===== src/rtl/bpu_pkg.sv =====
// Shared types and helpers for the per-PC branch predictor.
// The entry geometry below matches the predictor's default parameters
// (32-bit PC, 16 table entries, 2-bit counters); a different geometry is
// selected by changing these widths together with the top's parameters.
package bpu_pkg;

   localparam logic [6:0] OPCODE_BRANCH  = 7'b1100011;

   localparam int BPU_DATA_WIDTH = 32;
   localparam int BPU_IDX_WIDTH  = 4;
   localparam int BPU_CTR_WIDTH  = 2;

   // One in-flight prediction: where it came from, where it would go,
   // which counter produced it, and what it predicted.
   typedef struct packed {
      logic [BPU_DATA_WIDTH-1:0] pc;
      logic [BPU_DATA_WIDTH-1:0] target;
      logic [BPU_IDX_WIDTH-1:0]  idx;
      logic                      pred;
   } bpu_entry_t;

   // Step a saturating counter one place toward the observed outcome.
   function automatic logic [BPU_CTR_WIDTH-1:0] sat_update(
      input logic [BPU_CTR_WIDTH-1:0] ctr,
      input logic                     taken
   );
      if (taken)
         return (&ctr) ? ctr : ctr + 1'b1;
      else
         return (ctr == '0) ? ctr : ctr - 1'b1;
   endfunction

endpackage


===== src/rtl/bpu_fifo.sv =====
// Fixed-depth synchronous FIFO holding in-flight branch predictions.
// Clear wins over push/pop; the caller never pushes when full or pops
// when empty, so the count never wraps.
module bpu_fifo
   import bpu_pkg::*;
#(
   parameter type T     = bpu_entry_t,
   parameter int  DEPTH = 4
) (
   input  logic                     clk,
   input  logic                     rst_n,
   input  logic                     push,
   input  T                         din,
   input  logic                     pop,
   input  logic                     clear,
   output T                         dout,
   output logic [$clog2(DEPTH):0]   count,
   output logic                     full,
   output logic                     empty
);

   localparam int AW = $clog2(DEPTH);

   logic [AW-1:0] wr_ptr;
   logic [AW-1:0] rd_ptr;
   logic [AW:0]   cnt;
   T              mem [DEPTH];

   // Pointer and occupancy bookkeeping.
   always_ff @(posedge clk or negedge rst_n) begin
      if (!rst_n) begin
         wr_ptr <= '0;
         rd_ptr <= '0;
         cnt    <= '0;
      end else if (clear) begin
         wr_ptr <= '0;
         rd_ptr <= '0;
         cnt    <= '0;
      end else begin
         if (push) wr_ptr <= wr_ptr + 1'b1;
         if (pop)  rd_ptr <= rd_ptr + 1'b1;
         case ({push, pop})
            2'b10:   cnt <= cnt + 1'b1;
            2'b01:   cnt <= cnt - 1'b1;
            default: cnt <= cnt;
         endcase
      end
   end

   // Payload storage; contents are only meaningful below the count, so no reset.
   always_ff @(posedge clk) begin
      if (push && !clear) mem[wr_ptr] <= din;
   end

   assign dout  = mem[rd_ptr];
   assign count = cnt;
   assign full  = (cnt == (AW+1)'(DEPTH));
   assign empty = (cnt == '0);

endmodule


===== src/rtl/branch_predictor_table.sv =====
// Per-PC dynamic branch predictor: a table of saturating counters indexed
// by PC predicts B-type instructions at fetch, a bounded FIFO carries the
// predictions to execute, and a wrong guess produces a one-cycle redirect
// while squashing the wrong-path entries behind it.
// Optional: define BPU_PERF_CNT_EN to add saturating resolve/mispredict
// performance counters (perf_branches, perf_mispredicts).
module branch_predictor_table
   import bpu_pkg::*;
#(
   parameter int DATA_WIDTH = BPU_DATA_WIDTH,
   parameter int ENTRIES    = 16,
   parameter int CTR_WIDTH  = BPU_CTR_WIDTH,
   parameter int FIFO_DEPTH = 4
) (
   input  logic                  clk,
   input  logic                  rst_n,
   input  logic [DATA_WIDTH-1:0] instr_f,
   input  logic [DATA_WIDTH-1:0] pc_f,
   input  logic                  stall_f,
   input  logic                  branch_e,
   input  logic                  taken_e,
   input  logic                  flush_i,
   output logic                  pred_taken_f,
   output logic [DATA_WIDTH-1:0] pred_target_f,
   output logic                  redirect_e,
   output logic [DATA_WIDTH-1:0] redirect_pc_e,
   output logic                  fifo_full,
`ifdef BPU_PERF_CNT_EN
   output logic [31:0]           perf_branches,
   output logic [31:0]           perf_mispredicts,
`endif
   output logic                  overflow_err
);

   localparam int IDX_W = $clog2(ENTRIES);
   localparam int CNT_W = $clog2(FIFO_DEPTH) + 1;
   // Weakly not-taken: the largest value whose MSB is still clear.
   localparam logic [CTR_WIDTH-1:0] CTR_INIT = CTR_WIDTH'((1 << (CTR_WIDTH-1)) - 1);

   logic [CTR_WIDTH-1:0]  ctr [ENTRIES];

   logic                  is_branch;
   logic [IDX_W-1:0]      idx_f;
   logic [DATA_WIDTH-1:0] imm_b;
   logic [DATA_WIDTH-1:0] target_f;
   logic                  pred_f;

   bpu_entry_t            new_entry;
   bpu_entry_t            head;
   logic [CNT_W-1:0]      fifo_count;
   logic                  full_w;
   logic                  fifo_empty;

   logic                  resolve;
   logic                  mispredict;
   logic                  push_req;
   logic                  push;

   // Fetch-side decode: B-type detect, table index, branch target.
   assign is_branch = (instr_f[6:0] == OPCODE_BRANCH);
   assign idx_f     = pc_f[IDX_W+1:2];
   assign imm_b     = {{(DATA_WIDTH-12){instr_f[31]}}, instr_f[7],
                       instr_f[30:25], instr_f[11:8], 1'b0};
   assign target_f  = pc_f + imm_b;
   // Lookup reads the pre-update counter; a same-cycle resolve is not bypassed.
   assign pred_f    = ctr[idx_f][CTR_WIDTH-1];

   // Execute-side resolve against the oldest in-flight prediction.
   assign resolve    = branch_e & ~fifo_empty;
   assign mispredict = resolve & (head.pred ^ taken_e);

   // A fetch behind a mispredict or flush is on the wrong path and is dropped.
   assign push_req = is_branch & ~stall_f & ~flush_i & ~mispredict;
   assign push     = push_req & ~full_w;

   assign new_entry = '{pc: pc_f, target: target_f, idx: idx_f, pred: pred_f};

   bpu_fifo #(
      .T     (bpu_entry_t),
      .DEPTH (FIFO_DEPTH)
   ) u_fifo (
      .clk   (clk),
      .rst_n (rst_n),
      .push  (push),
      .din   (new_entry),
      .pop   (resolve),
      .clear (flush_i | mispredict),
      .dout  (head),
      .count (fifo_count),
      .full  (full_w),
      .empty (fifo_empty)
   );

   assign fifo_full = (fifo_count == CNT_W'(FIFO_DEPTH));

   // Train the counter that made the prediction, using its stored index.
   always_ff @(posedge clk or negedge rst_n) begin
      if (!rst_n) begin
         for (int i = 0; i < ENTRIES; i++) ctr[i] <= CTR_INIT;
      end else if (resolve) begin
         ctr[head.idx] <= sat_update(ctr[head.idx], taken_e);
      end
   end

   // Registered prediction, redirect strobe and sticky error flag.
   always_ff @(posedge clk or negedge rst_n) begin
      if (!rst_n) begin
         pred_taken_f  <= 1'b0;
         pred_target_f <= '0;
         redirect_e    <= 1'b0;
         redirect_pc_e <= '0;
         overflow_err  <= 1'b0;
      end else begin
         pred_taken_f <= push & pred_f;
         if (push) pred_target_f <= target_f;
         redirect_e <= mispredict;
         if (mispredict)
            redirect_pc_e <= taken_e ? head.target : head.pc + DATA_WIDTH'(4);
         overflow_err <= overflow_err | (push_req & full_w) | (branch_e & fifo_empty);
      end
   end

`ifdef BPU_PERF_CNT_EN
   // Saturating event counters for resolved branches and mispredictions.
   always_ff @(posedge clk or negedge rst_n) begin
      if (!rst_n) begin
         perf_branches    <= '0;
         perf_mispredicts <= '0;
      end else begin
         if (resolve && !(&perf_branches))       perf_branches    <= perf_branches + 1'b1;
         if (mispredict && !(&perf_mispredicts)) perf_mispredicts <= perf_mispredicts + 1'b1;
      end
   end
`endif

endmodule


===== config.mk =====
export PLATFORM = sky130hd
export DESIGN_NAME = branch_predictor_table
export DESIGN_NICKNAME = d
export VERILOG_FILES = /design/src/rtl/bpu_pkg.sv /design/src/rtl/bpu_fifo.sv /design/src/rtl/branch_predictor_table.sv
export SDC_FILE = /design/constraint.sdc
export NUM_CORES = 1
export LEC_CHECK = 0
export ABC_CLOCK_PERIOD_IN_PS = 4880
export CAP_MARGIN = 0
export CORE_MARGIN = 5
export CORE_UTILIZATION = 40
export DETAILED_ROUTE_END_ITERATION = 10
export SYNTH_ARGS = -nofsm -noshare
export SYNTH_HDL_FRONTEND = slang
export SYNTH_SLANG_ARGS = --single-unit

===== constraint.sdc =====
create_clock -name clk -period 4.88 [get_ports clk]
set_input_delay 0.976 -clock clk [delete_from_list [all_inputs] [get_ports clk]]
set_output_delay 0.976 -clock clk [all_outputs]
set_load 0.02 [all_outputs]

# [Yosys cells after proc, flatten, opt, wreduce, memory -nomap -nowiden]
# Memory sizes are Yosys's and may differ from the RTL's.
# Index checks and enable logic that the tools add are counted.
# W data, S select, Z words.
[classes] addsub=8 order_cmp=3 eq_ne=4 muxes=22 n_bitwise=20 reduce_logical=9
[ops] op="$add A32 B3 Y32 const B" n=1
[ops] op="$add A32 B32 Y32" n=1
[ops] op="$bwmux W32" n=1
[ops] op="$mux W32" n=1
[ops] op="$mux W2" n=13
[ops] op="$bmux W2 S4" n=2
[ops] op="$ge A5 B5 Y1 const B" n=2
[ops] op="$not A4 Y5" n=2
[ops] op="$and A1 B1 Y1" n=9
[ops] op="$demux W2 S4" n=1
[ops] op="$eq A7 B7 Y1 const B" n=1
[ops] op="$add A2 B1 Y2 const B" n=3
[ops] op="$pmux W3 S2" n=1
[ops] op="$lt A5 B1 Y1 const B" n=1
[ops] op="$not A1 Y1" n=5
[ops] op="$reduce_bool A2 Y1" n=2
[ops] op="$add A3 B1 Y3 const B" n=1
[ops] op="$eq A3 B3 Y1 const B" n=1
[ops] op="$logic_not A3 Y1" n=1
[ops] op="$mux W3" n=1
[ops] op="$or A1 B1 Y1" n=3
[ops] op="$reduce_bool A3 Y1" n=1
[ops] op="$sub A3 B1 Y3 const B" n=1
[ops] op="$eq A2 B1 Y1 const B" n=1
[ops] op="other kinds (8)" n=10
[word_totals] ff_bits=106 mem_bits_rw=276 inputBits=70 memories=1
[mem_list] name="u_fifo.mem" words=4 word_bits=69 read_ports=1 rd_ports_with_merged_regs=0 write_ports=1 line_no="bpu_fifo.sv:27" source="T mem [DEPTH];"

# [Longest topological paths before layout]
[logic_depth] depth_word=10 ltp_mapped=16

# [Modules after synthesis]
# A second synthesis with hierarchy kept.
[hier_totals] hier_cells=1133 hier_area_um2=17127.7
[by_module_without_submodules] module="bpu_fifo" instances=1 cells_each=404 area_each_um2=10471.3 seq_area_each_um2=8463.1
[by_module_without_submodules] module="branch_predictor_table" instances=1 cells_each=729 area_each_um2=6656.4 seq_area_each_um2=2497.4

# [Worst setup path before layout]
# OpenSTA, ideal clock, no wires.
[synth_timing] kind="reg-to-reg" startpoint="register u_fifo.rd_ptr[0]" endpoint="memory u_fifo.mem[0][0] (netlist name) (enable)" setup_ns=0.429 arrival_ns=3.465 slack_ns=0.986 path_stages_with_launch=10 path_cell_list="dfrtp_1 -> buf_6 -> buf_6 -> mux4_2 -> xnor2_1 -> or2_2 -> inv_2 -> nor4_4 -> buf_2 -> and2_1"
[synth_via] elab_chain_cells=9 word_cells_on_any_way=11
[synth_lines] item="start: declaration" line_no="bpu_fifo.sv:25" source="logic [AW-1:0] rd_ptr;"
[synth_lines] item="start signal: assignment" line_no="bpu_fifo.sv:41" source="if (pop) rd_ptr <= rd_ptr + 1'b1;"
[synth_lines] item="$mem_v2 Z4 W69 (*)"
[synth_lines] item="$xor A1 B1 Y1 (*)" line_no="branch_predictor_table.sv:70" source="assign mispredict = resolve & (head.pred ^ taken_e);"
[synth_lines] item="$and A1 B1 Y1 (*)" line_no="branch_predictor_table.sv:70"
[synth_lines] item="$not A1 Y1" line_no="branch_predictor_table.sv:73" source="assign push_req = is_branch & ~stall_f & ~flush_i & ~mispredict;"
[synth_lines] item="$and A1 B1 Y1" line_no="branch_predictor_table.sv:73"
[synth_lines] item="$and A1 B1 Y1" line_no="branch_predictor_table.sv:74" source="assign push = push_req & ~full_w;"
[synth_lines] item="$logic_and A1 B1 Y1 (*)" line_no="bpu_fifo.sv:52" source="if (push && !clear) mem[wr_ptr] <= din;"
[synth_lines] item="$mux W1 (*)" line_no="bpu_fifo.sv:52"
[synth_lines] item="$mux W1 (implied by the code) (*)" line_no="bpu_fifo.sv:52"
[synth_lines] item="end: declaration" line_no="bpu_fifo.sv:27"
# Every way passes the cells marked *; elsewhere a longest branch is shown, timed or not.

==> flow_metrics.py <==
metrics = {
    "critical_path": {
        "crit_type": "input port to flop",
        "worstSetupStartpointType": "input port",
        "crit_path_top_delay_cell": "o31ai_1",
        "cp_cell_sequence": "clkdlybuf4s50_1, ha_1, fa_1, a211oi_1, buf_4, o211ai_1, a221oi_1, buf_4, o31ai_1, a41o_1, a2111oi_0, nor4b_1, nor2_1",
        "max_stage_delay_ps": 620,
        "cp.required_ps": 5130,
        "crit_family": "compound AO/OA/AOI/OAI gates",
        "cp_num_buf_inv": 3,
        "crit_fanout": 4,
        "critPathArrivalTime_ps": 4400,
        "cp-end-kind": "flop",
        "crit_path_frequent_cell": "buf_4",
        "reg2reg_slack_ps": 1140,
    },
    "power_and_ir_drop": {
        "p_sw_frac": 0.219,
        "p_int_mw": 5.51,
        "pwr-share-seq": 0.483,
        "p_per_area_mw_per_mm2": 357,
        "clkPwrFrac": 0.439,
        "ir_worst_vdd_uv": 209,
        "power_frac_comb": 0.078,
        "netSwitchingPower_mw": 1.54,
        "p_leak_nw": 7.25,
        "finalPower_mw": 7.05,
    },
    "detailed_routing": {
        "drtIter0Drc": 653,
        "drc_errors": 0,
        "ant_nets": 0,
        "num_vias": 9834,
        "routed_wl_um": 39400,
        "vias_per_cell": 5.39,
        "firstDrtPassIters": 5,
        "avgRoutedWirePerCell_um": 21.6,
    },
    "synth": {
        "ys_seq_area_frac": 0.633,
        "synth_edf_count": 256,
        "yosysWarnings": 0,
        "synthAdderAreaFrac": 0.0336,
        "synth_top_family_by_area": "multiplexers",
        "muxShareOfSynthArea": 0.141,
        "synth_compound_area_frac": 0.0560,
        "synthesis.area_sq_mm": 0.0164,
        "synth.distinct_cells": 65,
        "syn_avg_cell_area_sq_um": 14.8,
        "synthCells": 1107,
        "synthArstFlopShare": 0.293,
        "ys_ff_latch": 362,
        "yosys_most_used_dff": "edfxtp_1",
        "synth_xor_area_frac": 0.0326,
        "synth_simple_gate_area_share": 0.0862,
        "synth_nets": 1218,
    },
    "cts": {
        "insertion_delay_ps": 530,
        "cts_made_buffers": 39,
        "ctsRootBufferMaster": "clkbuf_16",
        "hold_buffers": 0,
        "h-tree-depth": 2,
        "cts_resized": 0,
        "cts_tree": "done",
        "cts_sinks": 362,
        "cts_max_path_buffers": 3,
        "clk_pin_slew_worst_paths_ps": 60,
        "post-cts-setup-buffer-count": 0,
    },
    "global_routing": {
        "antenna_found_initial": 0,
        "grt_pass1_wl_um": 60300,
        "grt_pass1_vias": 10200,
        "gr-total-overflow": 0,
        "track_usage": 0.174,
        "grt_max_degree": 65,
    },
    "sta": {
        "hold_violations": 0,
        "period_needed_ps": 4150,
        "tightest_slew_ps": 955,
        "fin_tns_setup_ps": 0,
        "fin_crit_sh": 0.850,
        "drv_slew": 0,
        "rsz0062_at_grt": "false",
        "slew_headroom": 0.364,
        "skew_ps": 16.8,
        "fmax_mhz": 241,
        "setup_viol": 0,
    },
    "layout": {
        "drive_above_1_share": 0.191,
        "antenna_cells": 0,
        "nFillCells": 3472,
        "final_nets": 1373,
        "layout_commonest_cell": "edfxtp_1",
        "syn2layout_area_growth_pct": 20.7,
        "final_cell_mix": "edfxtp_1, nand2_1, clkdlybuf4s50_1, dfrtp_1, mux4_2",
    },
    "floorplan": {
        "start_util": 0.403,
        "dieArea_sq_mm": 0.0451,
        "fp.dieW_um": 212,
        "coreArea_sq_mm": 0.0406,
        "pin_count": 138,
        "fp.dieH_um": 212,
        "rows": 74,
    },
    "run_status": {
        "status": "finished, final reports clean",
    },
    "placed_design": {
        "numPortBuffers": 124,
        "gp_congestion": 0.868,
        "place_hpwl_um": 26400,
    },
    "min_path": {
        "hold_path_class": "flop to flop",
    },
    "flow_run": {
        "drv_cap": 0,
    },
}
==> worst register-to-register path, stage by stage, from the launching register on <==
cell and delay [ps]:
dfrtp_4 620, mux4_2 850, and2_1 530, nand4_1 340
nor2_1 410, and4_1 430, nand2_1 120, xor2_1 200
o211ai_1 110
==> worst paths after layout <==
kind / from / to / cells after the start
min in group asynchronous: rst_n / redirect_pc_e[1] / 1
hold reg to reg: overflow_err / overflow_err / 1
setup reg to reg: u_fifo.rd_ptr[0] / redirect_pc_e[26] / 8
hold / removal: overflow_err / overflow_err / 1
max in group asynchronous: rst_n / ctr[0] / 2
setup / recovery: pc_f[1] / u_fifo.mem[0][30] / 13
==> cell type report <==
cell class,count,area (sq um),area share
Sequential cell,362,10400,0.525
Multi-Input combinational cell,684,5720,0.290
Timing Repair Buffer,161,1590,0.0803
Clock buffer,56,1150,0.0584
Tap cell,532,666,0.0337
Clock inverter,15,204,0.0103
Inverter,14,52.6,0.00266
==> layer usage <==
layer | global-route usage | up-vias | wire, um
met5 | 0 | - | 0
met4 | 0.0437 | 0 | 794
met3 | 0.0258 | 50 | 1830
met2 | 0.287 | 229 | 18800
met1 | 0.246 | 5032 | 18000
li1 | - | 4523 | -
==> stage by stage <==
stage	hold WS (ps)	utilization	cell area, sq um	instances	worst slack [ps]
after detailed placement	452	0.452	18400	1753	214
after floorplan	496	-	16400	1107	986
after CTS	466	0.486	19700	1824	761
final	463	0.486	19700	1824	730
after global placement	441	0.452	18400	1753	209
after global routing	495	0.486	19700	1824	469
==> Yosys cell counts (all sizes together), types with 4 or more instances <==
cell     count  area share
o31ai        5      0.0023
clkbuf      20      0.0046
mux2i       25       0.015
nand2b       4      0.0015
a21oi       32      0.0098
nand4        4      0.0015
a2111oi      4      0.0021
dfrtp       90        0.14
ha          39       0.030
o211ai      15      0.0069
dfstp       16       0.026
and2         9      0.0034
nor3        17      0.0052
a21o        16      0.0073
and3        17      0.0065
o21ai       29      0.0089
nand3       27      0.0083
edfxtp     256        0.47
o21bai       5      0.0023
nand2      141       0.032
xnor2       32       0.017
and4         5      0.0027
mux2        44       0.031
a22oi        7      0.0035
buf         27      0.0099
inv         14      0.0032
o21a         4      0.0018
nor2        54       0.012
mux4        69       0.095
xor2        29       0.016
==> logic make-up after synthesis <==
group | Yosys count
DFF | 362
and+or+nand+nor | 303
AOI/OAI and AO/OA | 139
muxes | 138
xor gates and xnor gates | 61
buffers and inverters | 61
adders and majority gates | 43
==> sequential cells by signal, indices dropped and copies added (netlist names) <==
| name | flops |
|---|---|
| ctr | 32 |
| overflow_err | 1 |
| pred_taken_f | 1 |
| pred_target_f | 32 |
| redirect_e | 1 |
| redirect_pc_e | 32 |
| u_fifo.count | 3 |
| u_fifo.mem | 256 |
| u_fifo.rd_ptr | 2 |
| u_fifo.wr_ptr | 2 |
==> power groups by stage <==
| stage | logic (mW) | registers [mW] | clock network (mW) |
|---|---|---|---|
| floorplan | 0.260 | 3.49 | 0 |
| detailed placement | 0.552 | 3.46 | 0 |
| global route | 0.604 | 3.40 | 3.29 |
| finish | 0.553 | 3.40 | 3.09 |
| CTS | 0.555 | 3.40 | 3.17 |
| global placement | 0.542 | 3.46 | 0 |
Power figures use the tool's default switching activity.
